File: config.mk
export PLATFORM = sky130hd
export DESIGN_NAME = fll_lock_controller
export DESIGN_NICKNAME = d
export VERILOG_FILES = /design/src/rtl/fll_pkg.sv /design/src/rtl/fll_osc_sync.sv /design/src/rtl/fll_lock_controller.sv
export SDC_FILE = /design/constraint.sdc
export NUM_CORES = 1
export LEC_CHECK = 0
export ABC_CLOCK_PERIOD_IN_PS = 6900
export BUFFER_PORTS_ARGS = -buffer_cell sky130_fd_sc_hd__buf_2
export CAP_MARGIN = 30
export CORE_MARGIN = 2
export CORE_UTILIZATION = 42
export CTS_CLUSTER_DIAMETER = 150
export DETAILED_ROUTE_END_ITERATION = 8
export MAX_ROUTING_LAYER = met4
export SETUP_SLACK_MARGIN = 0.1
export SKIP_LAST_GASP = 1
export SLEW_MARGIN = 15
export SYNTH_ARGS = -nofsm -noshare
export SYNTH_HDL_FRONTEND = slang
export SYNTH_HIERARCHICAL = 1
export SYNTH_SLANG_ARGS = --single-unit
File: constraint.sdc
create_clock -name clock -period 6.9 [get_ports clock]
set_clock_uncertainty 0.2 [all_clocks]
set_input_delay 0.345 -clock clock [delete_from_list [all_inputs] [get_ports clock]]
set_output_delay 0.345 -clock clock [all_outputs]
set_load 0.005 [all_outputs]
File: src/rtl/fll_pkg.sv
// Shared definitions for the FLL lock controller: state encoding,
// thermometer encoder and the signed error width helper.
package fll_pkg;

  typedef logic [1:0] fll_state_t;

  localparam fll_state_t ST_SYNC = 2'd0;
  localparam fll_state_t ST_ACQ  = 2'd1;
  localparam fll_state_t ST_LOCK = 2'd2;

  // Thermometer code: bit i set iff i < n. Callers truncate to their trim width.
  function automatic logic [63:0] therm(input logic [7:0] n);
    logic [63:0] t;
    t = '0;
    for (int i = 0; i < 64; i++) begin
      if (i < int'(n)) t[i] = 1'b1;
    end
    return t;
  endfunction

  // One extra bit so P - div never overflows when both are treated as unsigned.
  function automatic int err_width(input int cnt_w);
    return cnt_w + 1;
  endfunction

endpackage

File: src/rtl/fll_osc_sync.sv
// Brings the asynchronous reference oscillator into the DCO clock domain
// and produces a single-cycle pulse on each synchronised rising edge.
module fll_osc_sync (
  input  logic clock,
  input  logic reset,
  input  logic osc,
  output logic e
);

  logic s1, s2, s3;

  // Two-flop synchroniser followed by the edge-history flop.
  always_ff @(posedge clock) begin
    if (reset) begin
      s1 <= 1'b0;
      s2 <= 1'b0;
      s3 <= 1'b0;
    end else begin
      s1 <= osc;
      s2 <= s1;
      s3 <= s2;
    end
  end

  assign e = s2 & ~s3;

endmodule

File: src/rtl/fll_lock_controller.sv
// DCO trim loop: counts DCO cycles per reference period, steps a
// thermometer trim code toward the target and reports frequency lock.
//
//   state   | meaning
//   --------+----------------------------------------------------------
//   SYNC    | waiting for the first reference edge; that period is partial
//   ACQ     | evaluating periods, counting consecutive in-window periods
//   LOCK    | locked; counting consecutive misses for hysteresis
module fll_lock_controller
  import fll_pkg::*;
#(
  parameter int TRIM_W    = 26,
  parameter int DIV_W     = 8,
  parameter int CNT_W     = DIV_W + 1,
  parameter int INIT_CODE = TRIM_W / 2,
  parameter int TOL       = 1,
  parameter int COARSE    = 4,
  parameter int LOCK_N    = 8,
  parameter int UNLOCK_N  = 2
) (
  input  logic                         clock,
  input  logic                         reset,
  input  logic                         osc,
  input  logic [DIV_W-1:0]             div,
  input  logic                         dco,
  input  logic [TRIM_W-1:0]            ext_trim,
  output logic [TRIM_W-1:0]            trim,
  output logic [$clog2(TRIM_W+1)-1:0]  code,
  output logic                         locked,
  output logic [CNT_W-1:0]             period,
  output logic                         upd
);

  localparam int CODE_W = $clog2(TRIM_W + 1);
  localparam int ERR_W  = err_width(CNT_W);
  localparam int RUN_W  = $clog2(LOCK_N + 1);
  localparam int MISS_W = $clog2(UNLOCK_N + 1);

  localparam logic [CNT_W-1:0]         CNT_MAX   = {CNT_W{1'b1}};
  localparam logic [CODE_W-1:0]        CODE_MAX  = CODE_W'(TRIM_W);
  localparam logic [CODE_W-1:0]        CODE_INIT = CODE_W'(INIT_CODE);
  localparam logic signed [ERR_W-1:0]  TOL_S     = ERR_W'(TOL);
  localparam logic [ERR_W-1:0]         COARSE_U  = ERR_W'(COARSE);
  localparam logic [RUN_W-1:0]         RUN_MAX   = RUN_W'(LOCK_N);
  localparam logic [MISS_W-1:0]        MISS_MAX  = MISS_W'(UNLOCK_N);

  logic                     e;
  logic [CNT_W-1:0]         cnt;
  fll_state_t               state, state_d;
  logic [RUN_W-1:0]         run_cnt, run_d, run_inc;
  logic [MISS_W-1:0]        miss_cnt, miss_d, miss_inc;
  logic                     locked_d;
  logic [CNT_W-1:0]         p_meas;
  logic signed [ERR_W-1:0]  err;
  logic [ERR_W-1:0]         err_abs;
  logic                     too_slow, too_fast, in_win, eval;
  logic [CODE_W-1:0]        step, code_up, code_dn, code_d;
  logic [CODE_W:0]          up_sum;

  fll_osc_sync u_sync (
    .clock (clock),
    .reset (reset),
    .osc   (osc),
    .e     (e)
  );

  // Period measurement and error classification against the target.
  always_comb begin
    p_meas   = (cnt == CNT_MAX) ? CNT_MAX : cnt + CNT_W'(1);
    err      = $signed({1'b0, p_meas}) - $signed({{(ERR_W-DIV_W){1'b0}}, div});
    err_abs  = err[ERR_W-1] ? ERR_W'(-err) : ERR_W'(err);
    // A saturated count means the reference is far slower than the DCO can count:
    // treat it as too slow regardless of the arithmetic sign.
    too_slow = (p_meas == CNT_MAX) || (err < -TOL_S);
    too_fast = !too_slow && (err > TOL_S);
    in_win   = !too_slow && !too_fast;
    step     = (err_abs > COARSE_U) ? CODE_W'(2) : CODE_W'(1);
    eval     = e && (state != ST_SYNC);
  end

  // Saturating code stepping.
  always_comb begin
    up_sum  = {1'b0, code} + {1'b0, step};
    code_up = (up_sum > {1'b0, CODE_MAX}) ? CODE_MAX : up_sum[CODE_W-1:0];
    code_dn = (code < step) ? '0 : code - step;
    code_d  = code;
    if (eval) begin
      if (too_fast)      code_d = code_up;
      else if (too_slow) code_d = code_dn;
    end
  end

  // Lock FSM with run/miss hysteresis counters.
  always_comb begin
    state_d  = state;
    run_d    = run_cnt;
    miss_d   = miss_cnt;
    locked_d = locked;
    run_inc  = (run_cnt == RUN_MAX) ? run_cnt : run_cnt + RUN_W'(1);
    miss_inc = (miss_cnt == MISS_MAX) ? miss_cnt : miss_cnt + MISS_W'(1);
    if (e) begin
      case (state)
        ST_SYNC: state_d = ST_ACQ;
        ST_ACQ, ST_LOCK: begin
          if (in_win) begin
            run_d  = run_inc;
            miss_d = '0;
            if (state == ST_ACQ && run_inc >= RUN_MAX) begin
              state_d  = ST_LOCK;
              locked_d = 1'b1;
            end
          end else if (state == ST_LOCK) begin
            if (miss_inc >= MISS_MAX) begin
              state_d  = ST_ACQ;
              locked_d = 1'b0;
              run_d    = '0;
              miss_d   = '0;
            end else begin
              miss_d = miss_inc;
            end
          end else begin
            run_d  = '0;
            miss_d = '0;
          end
        end
        default: state_d = ST_SYNC;
      endcase
    end
  end

  // State, counters and registered outputs; bypass freezes the loop but keeps the code.
  always_ff @(posedge clock) begin
    if (reset) begin
      cnt      <= '0;
      state    <= ST_SYNC;
      run_cnt  <= '0;
      miss_cnt <= '0;
      code     <= CODE_INIT;
      trim     <= TRIM_W'(therm(8'(INIT_CODE)));
      locked   <= 1'b0;
      period   <= '0;
      upd      <= 1'b0;
    end else if (dco) begin
      cnt      <= '0;
      state    <= ST_SYNC;
      run_cnt  <= '0;
      miss_cnt <= '0;
      trim     <= ext_trim;
      locked   <= 1'b0;
      upd      <= 1'b0;
    end else begin
      cnt      <= e ? '0 : p_meas;
      state    <= state_d;
      run_cnt  <= run_d;
      miss_cnt <= miss_d;
      code     <= code_d;
      trim     <= TRIM_W'(therm(8'(code_d)));
      locked   <= locked_d;
      upd      <= eval;
      if (eval) period <= p_meas;
    end
  end

endmodule

==> impl_metrics.prom, run 1 <==
# TYPE chip_impl_metric gauge
chip_impl_metric{name="synthCells",unit=""} 506
chip_impl_metric{name="max-slew-margin-rel",unit="%"} 52.2
chip_impl_metric{name="num_io_pins",unit=""} 80
chip_impl_metric{name="die_x",unit="µm"} 101
chip_impl_metric{name="data_arrival_time_of_the_critical_path",unit="ns"} 6.45
chip_impl_info{name="post_synth_most_frequent_cells",value="sky130_fd_sc_hd__dfxtp_1, sky130_fd_sc_hd__nand2_1, sky130_fd_sc_hd__nor2_1"} 1
chip_impl_info{name="cts_root_buffer",value="sky130_fd_sc_hd__clkbuf_8"} 1
chip_impl_metric{name="synthesis.area",unit="µm²"} 3930
chip_impl_metric{name="power.density",unit="nW/µm²"} 166
chip_impl_metric{name="numCtsBuffers",unit=""} 9
chip_impl_metric{name="die_h",unit="µm"} 101
chip_impl_metric{name="postLayoutCellArea",unit="µm²"} 4640
chip_impl_metric{name="core",unit="µm²"} 9150
chip_impl_metric{name="hold-worst-slack",unit="ns"} 0.00210
chip_impl_metric{name="max_cap_viol_count",unit=""} 0
chip_impl_metric{name="final-max-slew-violation-count",unit=""} 0
chip_impl_metric{name="via_per_inst",unit=""} 5.65
chip_impl_metric{name="cp_data_required_time",unit="ns"} 6.94
chip_impl_info{name="run_status",value="completed"} 1
chip_impl_metric{name="grt_antenna_before_repair",unit=""} 0
chip_impl_metric{name="power_leakage",unit="nW"} 2.01
chip_impl_info{name="worst-setup-path-type",value="flip-flop to flip-flop"} 1
chip_impl_metric{name="grtUsageMet2",unit="%"} 32.3
chip_impl_metric{name="gr-total-overflow",unit=""} 0
chip_impl_metric{name="synthArstFlopShare",unit="%"} 0
chip_impl_metric{name="globalRouteMet3Util",unit="%"} 3.68
chip_impl_metric{name="r2r_setup_slack",unit="ns"} 0.49
chip_impl_info{name="worst_r2r_endpoint",value="trim[20]"} 1
chip_impl_metric{name="synthDistinctLibCells",unit=""} 70
chip_impl_metric{name="worstSkewPairLatency",unit="ns"} 0.35
chip_impl_metric{name="report.final.hold_viol_count",unit=""} 0
chip_impl_metric{name="worst-path-max-fanout",unit=""} 13
chip_impl_metric{name="drt-pass1-iter-count",unit=""} 5
chip_impl_metric{name="finalSetupViolCount",unit=""} 0
chip_impl_info{name="startpoint_type",value="flip-flop"} 1
chip_impl_metric{name="postLayoutSetupSlackWorst",unit="ns"} 0.489
chip_impl_metric{name="portBuffers",unit=""} 79
chip_impl_info{name="largest_cells_by_area_after_synthesis",value="sky130_fd_sc_hd__dfxtp_1, sky130_fd_sc_hd__ha_1, sky130_fd_sc_hd__nand2_1"} 1
chip_impl_metric{name="combinational_group_share_of_total_power",unit="%"} 14.9
chip_impl_metric{name="max-vdd-ir-drop",unit="mV"} 0.0753
chip_impl_metric{name="routabilityCongestion",unit=""} 0.979
chip_impl_metric{name="global_route_wire_length_before_repair",unit="mm"} 17.0
chip_impl_metric{name="antennaDiodeCount",unit=""} 0
chip_impl_metric{name="grt_max_degree",unit=""} 35
chip_impl_metric{name="rows",unit=""} 35
chip_impl_metric{name="p_switching",unit="W"} 0.000226
chip_impl_metric{name="placed_area",unit="µm²"} 4410
chip_impl_metric{name="worst_max_slew_pin_slew",unit="ns"} 0.715
chip_impl_metric{name="drive_above_1_share",unit="%"} 21.4
chip_impl_info{name="timing.critical_path.from",value="cnt[0]"} 1
chip_impl_metric{name="post-route-drc-count",unit=""} 0
chip_impl_metric{name="area_growth_syn_to_layout",unit="%"} 18.0
chip_impl_metric{name="switching_part_of_the_total",unit="%"} 29.3
chip_impl_metric{name="initial_core_utilization",unit="%"} 43.0
chip_impl_info{name="setup_repair_after_global_routing_missed_its_margin",value="false"} 1
chip_impl_metric{name="first_iter_violations",unit=""} 252
chip_impl_metric{name="wl",unit="mm"} 10.5
chip_impl_metric{name="vias",unit=""} 3951
chip_impl_metric{name="clk_path_buf_depth",unit=""} 2
chip_impl_info{name="cp_slowest_cell",value="sky130_fd_sc_hd__fa_1"} 1
chip_impl_metric{name="path_clk_slew",unit="ns"} 0.08
chip_impl_info{name="post-synth-top-count-cell",value="sky130_fd_sc_hd__dfxtp_1"} 1
chip_impl_metric{name="place_hpwl",unit="mm"} 7.85
chip_impl_metric{name="detail-route-antenna-nets",unit=""} 0
chip_impl_metric{name="worstRegToRegCells",unit=""} 25
chip_impl_metric{name="synth.yosys.seq_area_share",unit="%"} 31.6
chip_impl_metric{name="dp_slack",unit="ns"} 0.278
chip_impl_metric{name="vias_in_the_first_global_route",unit=""} 3540
chip_impl_metric{name="total_neg_setup_slack",unit="ns"} 0
chip_impl_metric{name="global_route.usage.total",unit="%"} 21.7
chip_impl_metric{name="post-route-min-period",unit="ns"} 6.41
chip_impl_metric{name="post-synth-top-area-fraction",unit="%"} 31.6
chip_impl_metric{name="grt_use_met1",unit="%"} 29.4
chip_impl_metric{name="power.share.sequential",unit="%"} 48.1
chip_impl_info{name="critical_path.most_common_cell",value="sky130_fd_sc_hd__nand2_1"} 1
chip_impl_metric{name="share_clk_of_total_power",unit="%"} 37.0
chip_impl_info{name="cp-endpoint",value="trim[20]"} 1
chip_impl_metric{name="htree_num_levels",unit=""} 3
chip_impl_metric{name="syn_nets",unit=""} 570
chip_impl_info{name="endpoint_kind",value="flip-flop"} 1
chip_impl_metric{name="timing.fmax",unit="MHz"} 156
chip_impl_metric{name="nets_final",unit=""} 647
chip_impl_info{name="yosys_most_used_dff",value="sky130_fd_sc_hd__dfxtp_1"} 1
chip_impl_info{name="grt.busiest_layer",value="met2"} 1
chip_impl_info{name="yosys.area.top_type",value="sky130_fd_sc_hd__dfxtp_1"} 1
chip_impl_metric{name="ys_ff_latch",unit=""} 62
chip_impl_info{name="cts_tree",value="done"} 1
chip_impl_metric{name="timing.final.crit_share",unit="%"} 92.9
chip_impl_info{name="crit-reg2reg-launch",value="cnt[0]"} 1
chip_impl_info{name="hp-class",value="primary input to flip-flop"} 1
chip_impl_metric{name="tritoncts_num_sinks",unit=""} 62
chip_impl_metric{name="detail_route.wl_per_cell",unit="µm"} 15.1
chip_impl_metric{name="design.die.area",unit="µm²"} 10200
chip_impl_metric{name="postSynthAreaPerCell",unit="µm²"} 7.77
chip_impl_metric{name="number_of_flops_mapped_to_enable_cells_by_yosys",unit=""} 0
chip_impl_metric{name="yosysWarningCount",unit=""} 6
chip_impl_metric{name="internal_power",unit="W"} 0.000546
chip_impl_metric{name="cpPeakStageDelay",unit="ns"} 0.55
==> worst max-delay path, delay by kind of cell (launching register included) <==
family          cells  cell delay, ns
compound gates      7            1.53
xor+xnor            1            0.21
fa+ha+maj           4            1.44
flops               1            0.38
mux                 1            0.16
simple gates       12            2.35
==> cell type report <==
| type | instances | area (µm²) |
|---|---|---|
| clock buffer | 10 | 128 |
| clock inverter | 6 | 38.8 |
| fill | 916 | 4510 |
| inverter | 33 | 124 |
| multi-input combinational | 390 | 2510 |
| sequential | 62 | 1240 |
| tap | 111 | 139 |
| timing repair buffer | 87 | 464 |
==> metal layers <==
layer / part of all wire (%) / wire, µm
met4: 1.9 / 199
met2: 44 / 4630
met5: 0 / 0
met1: 48 / 5080
met3: 6.0 / 632
==> per-stage QoR <==
step	power (W)	cells	utilization (%)
global placement	0.000492	679	48.1
global route	0.000806	699	50.7
floorplan	0.000455	506	-
finish	0.000773	699	50.7
detailed placement	0.000492	680	48.2
CTS	0.000775	698	50.2
==> kinds of logic after synthesis <==
kind of cell | after synthesis | share of synthesized area [%]
fa+ha+maj | 26 | 8.85
xor+xnor | 11 | 2.45
mux | 10 | 2.70
buf+inv | 54 | 5.66
simple gates | 212 | 25.8
flops | 62 | 31.6
compound gates | 131 | 22.9
==> how the worst min path moves through the flow <==
stage | startpoint | endpoint | slack, ns | cells past startpoint
after global placement | u_sync/s1 | u_sync/s2 | 0.24 | 1
final | ext_trim[7] | trim[7] | 0.002 | 3
after detailed placement | u_sync/s1 | u_sync/s2 | 0.23 | 1
after floorplan | u_sync/s1 | u_sync/s2 | 0.21 | 1
after global routing | osc | u_sync/s1 | 0.01 | 2
after CTS | ext_trim[7] | trim[7] | 0.0007 | 3
==> repair_timing <==
item / 4_1_cts / 5_1_grt
hold endpoints to repair: 2 / 0
gates resized for setup: 0 / 11
hold buffers: 2 / 0
buffers inserted: 0 / 1
endpoints found under the setup margin: 0 / 29
==> placed cells by master (no fill, tap or decap), types with 4 or more instances in the layout <==
master	instances
sky130_fd_sc_hd__nand2b_1	9
sky130_fd_sc_hd__nor3_1	17
sky130_fd_sc_hd__mux2i_1	7
sky130_fd_sc_hd__o21ai_0	7
sky130_fd_sc_hd__nand2_1	60
sky130_fd_sc_hd__nor2_2	4
sky130_fd_sc_hd__o21ai_1	11
sky130_fd_sc_hd__ha_1	23
sky130_fd_sc_hd__dfxtp_1	62
sky130_fd_sc_hd__clkbuf_8	9
sky130_fd_sc_hd__nor2b_1	8
sky130_fd_sc_hd__buf_2	79
sky130_fd_sc_hd__or3_1	8
sky130_fd_sc_hd__buf_4	5
sky130_fd_sc_hd__inv_1	33
sky130_fd_sc_hd__a21o_1	7
sky130_fd_sc_hd__a31oi_1	5
sky130_fd_sc_hd__a211oi_1	14
sky130_fd_sc_hd__o211ai_1	5
sky130_fd_sc_hd__and3_1	6
sky130_fd_sc_hd__a21oi_1	39
sky130_fd_sc_hd__nand3_1	15
sky130_fd_sc_hd__xnor2_1	9
sky130_fd_sc_hd__a211o_1	4
sky130_fd_sc_hd__nor2_1	58
==> power by group through the flow <==
stage	Clock, W	Combinational, W	Sequential, W
global route	0.000304	0.000130	0.000372
floorplan	0	0.0000748	0.000380
detailed placement	0	0.000112	0.000380
finish	0.000286	0.000115	0.000372
CTS	0.000290	0.000113	0.000371
global placement	0	0.000112	0.000380
==> state kept, by name (all words and copies together) (netlist names) <==
register and flops:
locked 1, upd 1, run_cnt 4, u_sync/s1 1, u_sync/s3 1, period 9, u_sync/s2 1, miss_cnt 2
cnt 9, state 2, trim 26, code 5
Note: power is estimated with default switching activity, not from simulation.
==> run 2, diff against run 1 <==
--- a/config.mk
+++ b/config.mk
@@ -6,12 +6,11 @@
 export NUM_CORES = 1
 export LEC_CHECK = 0
 export ABC_CLOCK_PERIOD_IN_PS = 6900
-export BUFFER_PORTS_ARGS = -buffer_cell sky130_fd_sc_hd__buf_2
 export CAP_MARGIN = 30
-export CORE_MARGIN = 2
 export CORE_UTILIZATION = 42
 export CTS_CLUSTER_DIAMETER = 150
 export DETAILED_ROUTE_END_ITERATION = 8
+export DONT_BUFFER_PORTS = 1
 export MAX_ROUTING_LAYER = met4
 export SETUP_SLACK_MARGIN = 0.1
 export SKIP_LAST_GASP = 1
==> impl_metrics.prom, run 2 (same netlist as run 1, synthesis figures left out) <==
# TYPE chip_impl_metric gauge
chip_impl_metric{name="post_layout_nonfiller_instances",unit=""} 643
chip_impl_info{name="timing.critical_path.from",value="cnt[5]"} 1
chip_impl_metric{name="initial_core_utilization",unit="%"} 44.2
chip_impl_info{name="regMostFlops",value="trim"} 1
chip_impl_metric{name="first_iter_violations",unit=""} 220
chip_impl_metric{name="antennaDiodeCount",unit=""} 0
chip_impl_metric{name="vias",unit=""} 3699
chip_impl_metric{name="grt_max_degree",unit=""} 29
chip_impl_info{name="cts_tree",value="done"} 1
chip_impl_metric{name="worstSkewPairLatency",unit="ns"} 0.34
chip_impl_metric{name="report.final.hold_viol_count",unit=""} 0
chip_impl_metric{name="ff_latch_area",unit="µm²"} 1240
chip_impl_metric{name="nets_final",unit=""} 594
chip_impl_metric{name="max-vdd-ir-drop",unit="mV"} 0.0671
chip_impl_metric{name="drt-pass1-iter-count",unit=""} 5
chip_impl_metric{name="area_growth_syn_to_layout",unit="%"} 14.3
chip_impl_metric{name="hold-worst-slack",unit="ns"} 0.0203
chip_impl_info{name="cp-endpoint",value="trim[20]"} 1
chip_impl_metric{name="global_route_wire_length_before_repair",unit="mm"} 17.0
chip_impl_metric{name="detail-route-antenna-nets",unit=""} 0
chip_impl_metric{name="post-place-cells",unit=""} 599
chip_impl_metric{name="post-route-drc-count",unit=""} 0
chip_impl_metric{name="p_switching",unit="W"} 0.000217
chip_impl_info{name="most_frequent_cells_in_the_layout",value="sky130_fd_sc_hd__dfxtp_1, sky130_fd_sc_hd__nand2_1, sky130_fd_sc_hd__nor2_1, sky130_fd_sc_hd__a21oi_1, sky130_fd_sc_hd__inv_1"} 1
chip_impl_metric{name="routabilityCongestion",unit=""} 0.909
chip_impl_metric{name="power_leakage",unit="nW"} 1.79
chip_impl_metric{name="worst-path-max-fanout",unit=""} 8
chip_impl_info{name="run_status",value="completed"} 1
chip_impl_metric{name="final-max-slew-violation-count",unit=""} 0
chip_impl_info{name="startpoint_type",value="flip-flop"} 1
chip_impl_metric{name="tritoncts_num_sinks",unit=""} 62
chip_impl_info{name="setup_repair_after_global_routing_missed_its_margin",value="false"} 1
chip_impl_metric{name="cp_data_required_time",unit="ns"} 6.93
chip_impl_metric{name="timing.fmax",unit="MHz"} 157
chip_impl_metric{name="multi_input_area",unit="µm²"} 2500
chip_impl_metric{name="numCtsBuffers",unit=""} 9
chip_impl_metric{name="max_cap_viol_count",unit=""} 0
chip_impl_metric{name="design.die.area",unit="µm²"} 9750
chip_impl_metric{name="largest_register_ff_count",unit=""} 26
chip_impl_info{name="critical_path.most_common_cell",value="sky130_fd_sc_hd__nand2_1"} 1
chip_impl_metric{name="num_io_pins",unit=""} 80
chip_impl_metric{name="power.share.sequential",unit="%"} 49.1
chip_impl_metric{name="detail_route.wl_per_cell",unit="µm"} 15.7
chip_impl_metric{name="worst_max_slew_pin_slew",unit="ns"} 0.612
chip_impl_metric{name="max-slew-margin-rel",unit="%"} 58.1
chip_impl_metric{name="die_h",unit="µm"} 98.8
chip_impl_metric{name="worst_hold_path.num_cells",unit=""} 2
chip_impl_info{name="hp-class",value="primary input to flip-flop"} 1
chip_impl_metric{name="htree_num_levels",unit=""} 3
chip_impl_metric{name="rows",unit=""} 34
chip_impl_metric{name="cpPeakStageDelay",unit="ns"} 0.58
chip_impl_metric{name="fillCellCount",unit=""} 866
chip_impl_info{name="worst-setup-path-type",value="flip-flop to flip-flop"} 1
chip_impl_metric{name="switching_part_of_the_total",unit="%"} 28.5
chip_impl_metric{name="power.density",unit="nW/µm²"} 169
chip_impl_info{name="crit-reg2reg-launch",value="cnt[5]"} 1
chip_impl_metric{name="post-route-min-period",unit="ns"} 6.37
chip_impl_metric{name="internal_power",unit="W"} 0.000545
chip_impl_metric{name="wl",unit="mm"} 10.1
chip_impl_info{name="mostFrequentLayoutCell",value="sky130_fd_sc_hd__dfxtp_1"} 1
chip_impl_metric{name="portBuffers",unit=""} 0
chip_impl_metric{name="combinational_group_share_of_total_power",unit="%"} 14.2
chip_impl_metric{name="gr-total-overflow",unit=""} 0
chip_impl_metric{name="r2r_setup_slack",unit="ns"} 0.53
chip_impl_metric{name="via_per_inst",unit=""} 5.75
chip_impl_metric{name="clk_path_buf_depth",unit=""} 2
chip_impl_metric{name="grt_antenna_before_repair",unit=""} 0
chip_impl_metric{name="finalSetupViolCount",unit=""} 0
chip_impl_metric{name="place_hpwl",unit="mm"} 7.30
chip_impl_metric{name="worstRegToRegCells",unit=""} 27
chip_impl_metric{name="postcts_setup_bufs",unit=""} 0
chip_impl_metric{name="core",unit="µm²"} 8890
chip_impl_metric{name="total_neg_setup_slack",unit="ns"} 0
chip_impl_metric{name="vias_in_the_first_global_route",unit=""} 3458
chip_impl_metric{name="timing.final.crit_share",unit="%"} 92.3
chip_impl_metric{name="power.total",unit="W"} 0.000761
chip_impl_metric{name="drive_above_1_share",unit="%"} 8.79
chip_impl_metric{name="data_arrival_time_of_the_critical_path",unit="ns"} 6.40
chip_impl_info{name="cts_root_buffer",value="sky130_fd_sc_hd__clkbuf_8"} 1
chip_impl_info{name="worst_r2r_endpoint",value="trim[20]"} 1
chip_impl_info{name="cp_slowest_cell",value="sky130_fd_sc_hd__a2111oi_0"} 1
chip_impl_metric{name="global_route.usage.total",unit="%"} 22.3
chip_impl_metric{name="die_x",unit="µm"} 98.8
chip_impl_info{name="largest_registers",value="trim: 26 flops, cnt: 9 flops, period: 9 flops"} 1
chip_impl_info{name="endpoint_kind",value="flip-flop"} 1
chip_impl_metric{name="final_util",unit="%"} 50.5
chip_impl_metric{name="share_clk_of_total_power",unit="%"} 36.7
chip_impl_metric{name="path_clk_slew",unit="ns"} 0.07
[run 2: cell type report]
cell class                 instances  share of cell area (%)
multi-input combinational        390                    55.6
sequential                        62                    27.6
timing repair buffer              34                    7.35
tap                              108                    3.01
clock buffer                      10                    2.84
inverter                          33                    2.76
clock inverter                     6                   0.863
[run 2: worst min-delay path by stage]
stage,start,to
floorplan,u_sync/s1,u_sync/s2
global placement,reset,u_sync/s1
detailed placement,reset,u_sync/s2
CTS,dco,trim[22]
global route,dco,trim[22]
finish,dco,trim[22]
[run 2: metal layers]
layer  global-route usage [%]  vias to the layer above  routed length (µm)
met5                        -                        -                   0
met4                     5.17                        0                 103
met3                     4.40                       13                 615
met2                     34.9                      126                4650
met1                     29.7                     1721                4740
li1                         -                     1839                   -
[run 2: critical path: cells and delay by family, from the launching register on]
| family | cells | cell delay, ns |
|---|---|---|
| simple gates | 14 | 2.06 |
| flops | 1 | 0.46 |
| fa+ha+maj | 4 | 1.35 |
| compound gates | 8 | 1.99 |
| mux | 1 | 0.20 |
[run 2: what timing repair did]
action                                 CTS  global route
setup endpoints to repair                0            23
resized for setup                        0            10
endpoints found under the hold margin   44             0
hold buffers                            27             0
[run 2: per-stage QoR]
step                setup slack (ns)  area, µm²
finish                         0.532       4490
global route                  0.0695       4490
CTS                            0.282       4450
detailed placement             0.301       4010
global placement               0.550       4010
floorplan                      0.827       3930
[run 2: power by group through the flow]
| stage | combinational [W] | clock, W | sequential [W] |
|---|---|---|---|
| floorplan | 0.0000748 | 0 | 0.000380 |
| global placement | 0.0000877 | 0 | 0.000382 |
| detailed placement | 0.0000890 | 0 | 0.000382 |
| CTS | 0.000106 | 0.000289 | 0.000374 |
| global route | 0.000121 | 0.000310 | 0.000375 |
| finish | 0.000108 | 0.000279 | 0.000374 |
==> run 3, diff against run 2 <==
--- a/config.mk
+++ b/config.mk
@@ -8,6 +8,7 @@
 export ABC_CLOCK_PERIOD_IN_PS = 6900
 export CAP_MARGIN = 30
 export CORE_UTILIZATION = 42
+export CTS_BUF_LIST = sky130_fd_sc_hd__clkbuf_2
 export CTS_CLUSTER_DIAMETER = 150
 export DETAILED_ROUTE_END_ITERATION = 8
 export DONT_BUFFER_PORTS = 1
@@ -17,5 +18,4 @@
 export SLEW_MARGIN = 15
 export SYNTH_ARGS = -nofsm -noshare
 export SYNTH_HDL_FRONTEND = slang
-export SYNTH_HIERARCHICAL = 1
 export SYNTH_SLANG_ARGS = --single-unit
==> impl_metrics.prom, run 3 <==
# TYPE chip_impl_metric gauge
chip_impl_metric{name="synth-adder-area-share",unit="%"} 9.10
chip_impl_metric{name="path_clk_slew",unit="ns"} 0.20
chip_impl_metric{name="synthCells",unit=""} 488
chip_impl_metric{name="tritoncts_num_sinks",unit=""} 62
chip_impl_metric{name="grtUsageMet2",unit="%"} 33.4
chip_impl_metric{name="wl",unit="mm"} 10.3
chip_impl_metric{name="ff_latch_area",unit="µm²"} 1250
chip_impl_info{name="regMostFlops",value="trim"} 1
chip_impl_metric{name="power_leakage",unit="nW"} 1.81
chip_impl_metric{name="core",unit="µm²"} 8890
chip_impl_metric{name="global_route_wire_length_before_repair",unit="mm"} 17.1
chip_impl_metric{name="largest_register_ff_count",unit=""} 26
chip_impl_metric{name="globalRouteMet3Util",unit="%"} 5.04
chip_impl_info{name="hp-class",value="primary input to flip-flop"} 1
chip_impl_metric{name="worst-path-max-fanout",unit=""} 5
chip_impl_metric{name="die_x",unit="µm"} 98.8
chip_impl_metric{name="first_iter_violations",unit=""} 174
chip_impl_info{name="grt.busiest_layer",value="met2"} 1
chip_impl_metric{name="portBuffers",unit=""} 0
chip_impl_metric{name="synthArstFlopShare",unit="%"} 0
chip_impl_metric{name="finalSetupViolCount",unit=""} 0
chip_impl_metric{name="clk_path_buf_depth",unit=""} 2
chip_impl_metric{name="max-vdd-ir-drop",unit="mV"} 0.0780
chip_impl_info{name="startpoint_type",value="flip-flop"} 1
chip_impl_metric{name="routabilityCongestion",unit=""} 0.896
chip_impl_metric{name="initial_core_utilization",unit="%"} 44.2
chip_impl_metric{name="postSynthAreaPerCell",unit="µm²"} 8.06
chip_impl_info{name="hold_path_startpoint",value="dco"} 1
chip_impl_metric{name="antennaDiodeCount",unit=""} 0
chip_impl_metric{name="postLayoutSetupSlackWorst",unit="ns"} 0.436
chip_impl_metric{name="switching_part_of_the_total",unit="%"} 30.6
chip_impl_info{name="post_synth_most_frequent_cells",value="sky130_fd_sc_hd__dfxtp_1, sky130_fd_sc_hd__nand2_1, sky130_fd_sc_hd__nor2_1"} 1
chip_impl_info{name="cts_root_buffer",value="sky130_fd_sc_hd__clkbuf_2"} 1
chip_impl_metric{name="final_util",unit="%"} 51.4
chip_impl_metric{name="report.final.hold_viol_count",unit=""} 0
chip_impl_metric{name="design.die.area",unit="µm²"} 9760
chip_impl_info{name="mostFrequentLayoutCell",value="sky130_fd_sc_hd__dfxtp_1"} 1
chip_impl_metric{name="max-slew-margin-rel",unit="%"} 41.7
chip_impl_info{name="largest_registers",value="trim: 26 flops, cnt: 9 flops, period: 9 flops"} 1
chip_impl_metric{name="synth.mux.area_fraction",unit="%"} 2.35
chip_impl_info{name="yosys.area.top_type",value="sky130_fd_sc_hd__dfxtp_1"} 1
chip_impl_metric{name="total_neg_setup_slack",unit="ns"} 0
chip_impl_metric{name="via_per_inst",unit=""} 5.74
chip_impl_metric{name="drive_above_1_share",unit="%"} 13.7
chip_impl_metric{name="max_cap_viol_count",unit=""} 0
chip_impl_metric{name="ys_ff_latch",unit=""} 62
chip_impl_info{name="crit-reg2reg-launch",value="cnt[0]"} 1
chip_impl_info{name="timing.critical_path.from",value="cnt[0]"} 1
chip_impl_metric{name="area_growth_syn_to_layout",unit="%"} 16.1
chip_impl_info{name="synth_top_family_by_area",value="simple AND/OR/NAND/NOR gates"} 1
chip_impl_metric{name="power.share.sequential",unit="%"} 52.0
chip_impl_metric{name="timing.final.crit_share",unit="%"} 93.7
chip_impl_info{name="run_status",value="completed"} 1
chip_impl_metric{name="multi_input_area",unit="µm²"} 2510
chip_impl_metric{name="fillCellCount",unit=""} 853
chip_impl_metric{name="worstSkewPairLatency",unit="ns"} 0.49
chip_impl_metric{name="share_clk_of_total_power",unit="%"} 30.4
chip_impl_metric{name="timing.fmax",unit="MHz"} 155
chip_impl_info{name="yosys_most_used_dff",value="sky130_fd_sc_hd__dfxtp_1"} 1
chip_impl_metric{name="drt-pass1-iter-count",unit=""} 5
chip_impl_metric{name="htree_num_levels",unit=""} 3
chip_impl_metric{name="number_of_flops_mapped_to_enable_cells_by_yosys",unit=""} 0
chip_impl_metric{name="synthesis.area",unit="µm²"} 3930
chip_impl_metric{name="yosysWarningCount",unit=""} 0
chip_impl_metric{name="synthDistinctLibCells",unit=""} 75
chip_impl_metric{name="place_hpwl",unit="mm"} 7.21
chip_impl_metric{name="grt_max_degree",unit=""} 34
chip_impl_info{name="setup_repair_after_global_routing_missed_its_margin",value="false"} 1
chip_impl_metric{name="die_h",unit="µm"} 98.8
chip_impl_metric{name="global_route.usage.total",unit="%"} 22.4
chip_impl_info{name="most_frequent_cells_in_the_layout",value="sky130_fd_sc_hd__dfxtp_1, sky130_fd_sc_hd__nand2_1, sky130_fd_sc_hd__nor2_1, sky130_fd_sc_hd__inv_1, sky130_fd_sc_hd__dlygate4sd3_1"} 1
chip_impl_info{name="cts_tree",value="done"} 1
chip_impl_metric{name="data_arrival_time_of_the_critical_path",unit="ns"} 6.65
chip_impl_metric{name="grt_antenna_before_repair",unit=""} 0
chip_impl_metric{name="detail_route.wl_per_cell",unit="µm"} 16.3
chip_impl_metric{name="post-route-min-period",unit="ns"} 6.46
chip_impl_metric{name="final-max-slew-violation-count",unit=""} 0
chip_impl_metric{name="post-route-drc-count",unit=""} 0
chip_impl_metric{name="p_switching",unit="W"} 0.000224
chip_impl_metric{name="grt_use_met1",unit="%"} 29.4
chip_impl_metric{name="vias_in_the_first_global_route",unit=""} 3459
chip_impl_metric{name="synth_simple_gate_area_share",unit="%"} 24.3
chip_impl_metric{name="num_io_pins",unit=""} 80
chip_impl_metric{name="nets_final",unit=""} 585
chip_impl_metric{name="gr-total-overflow",unit=""} 0
chip_impl_info{name="worst-setup-path-type",value="flip-flop to flip-flop"} 1
chip_impl_metric{name="dp_slack",unit="ns"} -0.0423
chip_impl_metric{name="syn_nets",unit=""} 552
chip_impl_metric{name="numCtsBuffers",unit=""} 9
chip_impl_metric{name="rows",unit=""} 34
chip_impl_metric{name="cp_data_required_time",unit="ns"} 7.09
chip_impl_metric{name="post-synth-top-area-fraction",unit="%"} 31.6
chip_impl_metric{name="vias",unit=""} 3642
chip_impl_metric{name="combinational_group_share_of_total_power",unit="%"} 17.6
chip_impl_info{name="post-synth-top-count-cell",value="sky130_fd_sc_hd__dfxtp_1"} 1
chip_impl_info{name="largest_cells_by_area_after_synthesis",value="sky130_fd_sc_hd__dfxtp_1, sky130_fd_sc_hd__ha_1, sky130_fd_sc_hd__nand2_1"} 1
chip_impl_metric{name="power.density",unit="nW/µm²"} 160
chip_impl_info{name="endpoint_kind",value="flip-flop"} 1
chip_impl_metric{name="worst_max_slew_pin_slew",unit="ns"} 0.871
chip_impl_metric{name="internal_power",unit="W"} 0.000508
chip_impl_metric{name="synth_compound_gate_area_share",unit="%"} 23.9
chip_impl_metric{name="detail-route-antenna-nets",unit=""} 0
chip_impl_metric{name="synth_xor_xnor_area_share",unit="%"} 2.23
chip_impl_metric{name="synth.yosys.seq_area_share",unit="%"} 31.6
run 3: cell types whose count changed after synthesis, moves of 4 or more:
cell,delta
sky130_fd_sc_hd__o21ai_1,-4
sky130_fd_sc_hd__a211oi_1,-4
sky130_fd_sc_hd__nand2_1,-8
sky130_fd_sc_hd__nand3_1,+6
sky130_fd_sc_hd__o21a_1,+4
sky130_fd_sc_hd__nand4_1,+6
sky130_fd_sc_hd__a221oi_1,-4
sky130_fd_sc_hd__inv_1,+4
sky130_fd_sc_hd__nor2_1,-17
sky130_fd_sc_hd__a21oi_1,-11
sky130_fd_sc_hd__o21ai_0,+12
run 3: metrics by stage:
step / hold WS (ns) / cell area (µm²) / power [W] / std cells
2_1_floorplan: 0.214 / 3930 / 0.000471 / 488
3_3_place_gp: 0.214 / 3990 / 0.000488 / 578
3_5_place_dp: 0.221 / 3990 / 0.000489 / 578
4_1_cts: 0.206 / 4470 / 0.000732 / 631
5_1_grt: 0.251 / 4570 / 0.000771 / 634
6_report: 0.222 / 4570 / 0.000732 / 634
run 3: cell families after synthesis:
kind of cell,count (synthesis)
xor gates and xnor gates,10
and+or+nand+nor,192
muxes,9
buffers and inverters,60
AOI/OAI and AO/OA,128
DFF,62
adders and majority gates,27
run 3: power groups by stage:
stage	clock network, W	logic, W	registers (W)
3_5_place_dp	0	0.000100	0.000388
2_1_floorplan	0	0.0000870	0.000384
4_1_cts	0.000227	0.000124	0.000381
5_1_grt	0.000244	0.000145	0.000383
3_3_place_gp	0	0.0000994	0.000388
6_report	0.000222	0.000129	0.000381
run 3: path summary, 6_finish.rpt:
check         endpoint  slack (ns)  cells past startpoint
max            trim[8]        0.44                     27
min           trim[23]        0.22                      3
max reg2reg    trim[8]        0.44                     27
min reg2reg  period[7]        0.29                      2
run 3: timing repair:
item,CTS,global route
hold buffers,31,0
cloned,1,0
buffers inserted,5,3
pin swaps,2,5
gates resized for setup,2,19
endpoints found under the setup margin,11,28
hold endpoints to repair,45,0
run 3: layout make-up:
type	instances	share of cell area, %
Clock buffer	9	0.986
Inverter	37	3.04
Clock inverter	7	1.42
Timing Repair Buffer	44	9.15
Tap cell	108	2.96
Multi-Input combinational cell	367	55.0
Sequential cell	62	27.4
run 3: worst max-delay path, cell delays in order, from the launching register on:
cell	delay, ns
sky130_fd_sc_hd__dfxtp_4	0.40
sky130_fd_sc_hd__ha_4	0.17
sky130_fd_sc_hd__nand3_4	0.11
sky130_fd_sc_hd__or3_4	0.40
sky130_fd_sc_hd__and2_4	0.18
sky130_fd_sc_hd__ha_2	0.19
sky130_fd_sc_hd__fa_2	0.40
sky130_fd_sc_hd__and2b_4	0.29
sky130_fd_sc_hd__o211a_1	0.16
sky130_fd_sc_hd__o211ai_1	0.11
sky130_fd_sc_hd__a221o_1	0.39
sky130_fd_sc_hd__nor2_1	0.15
sky130_fd_sc_hd__mux2i_1	0.20
sky130_fd_sc_hd__o32ai_1	0.10
sky130_fd_sc_hd__and3_1	0.21
sky130_fd_sc_hd__o21a_2	0.15
sky130_fd_sc_hd__ha_2	0.19
sky130_fd_sc_hd__fa_2	0.52
sky130_fd_sc_hd__nor2b_1	0.17
sky130_fd_sc_hd__o22ai_1	0.10
sky130_fd_sc_hd__a211oi_1	0.30
sky130_fd_sc_hd__nor2_1	0.07
sky130_fd_sc_hd__or4b_2	0.20
sky130_fd_sc_hd__nand4_1	0.18
sky130_fd_sc_hd__buf_4	0.23
sky130_fd_sc_hd__a2bb2oi_4	0.15
sky130_fd_sc_hd__nor3_1	0.30
sky130_fd_sc_hd__o221ai_1	0.17
run 3: metal layers:
layer	vias up	part of all wire, %
met1	1673	47
met5	-	0
li1	1831	-
met2	119	44
met3	19	6.0
met4	0	2.1
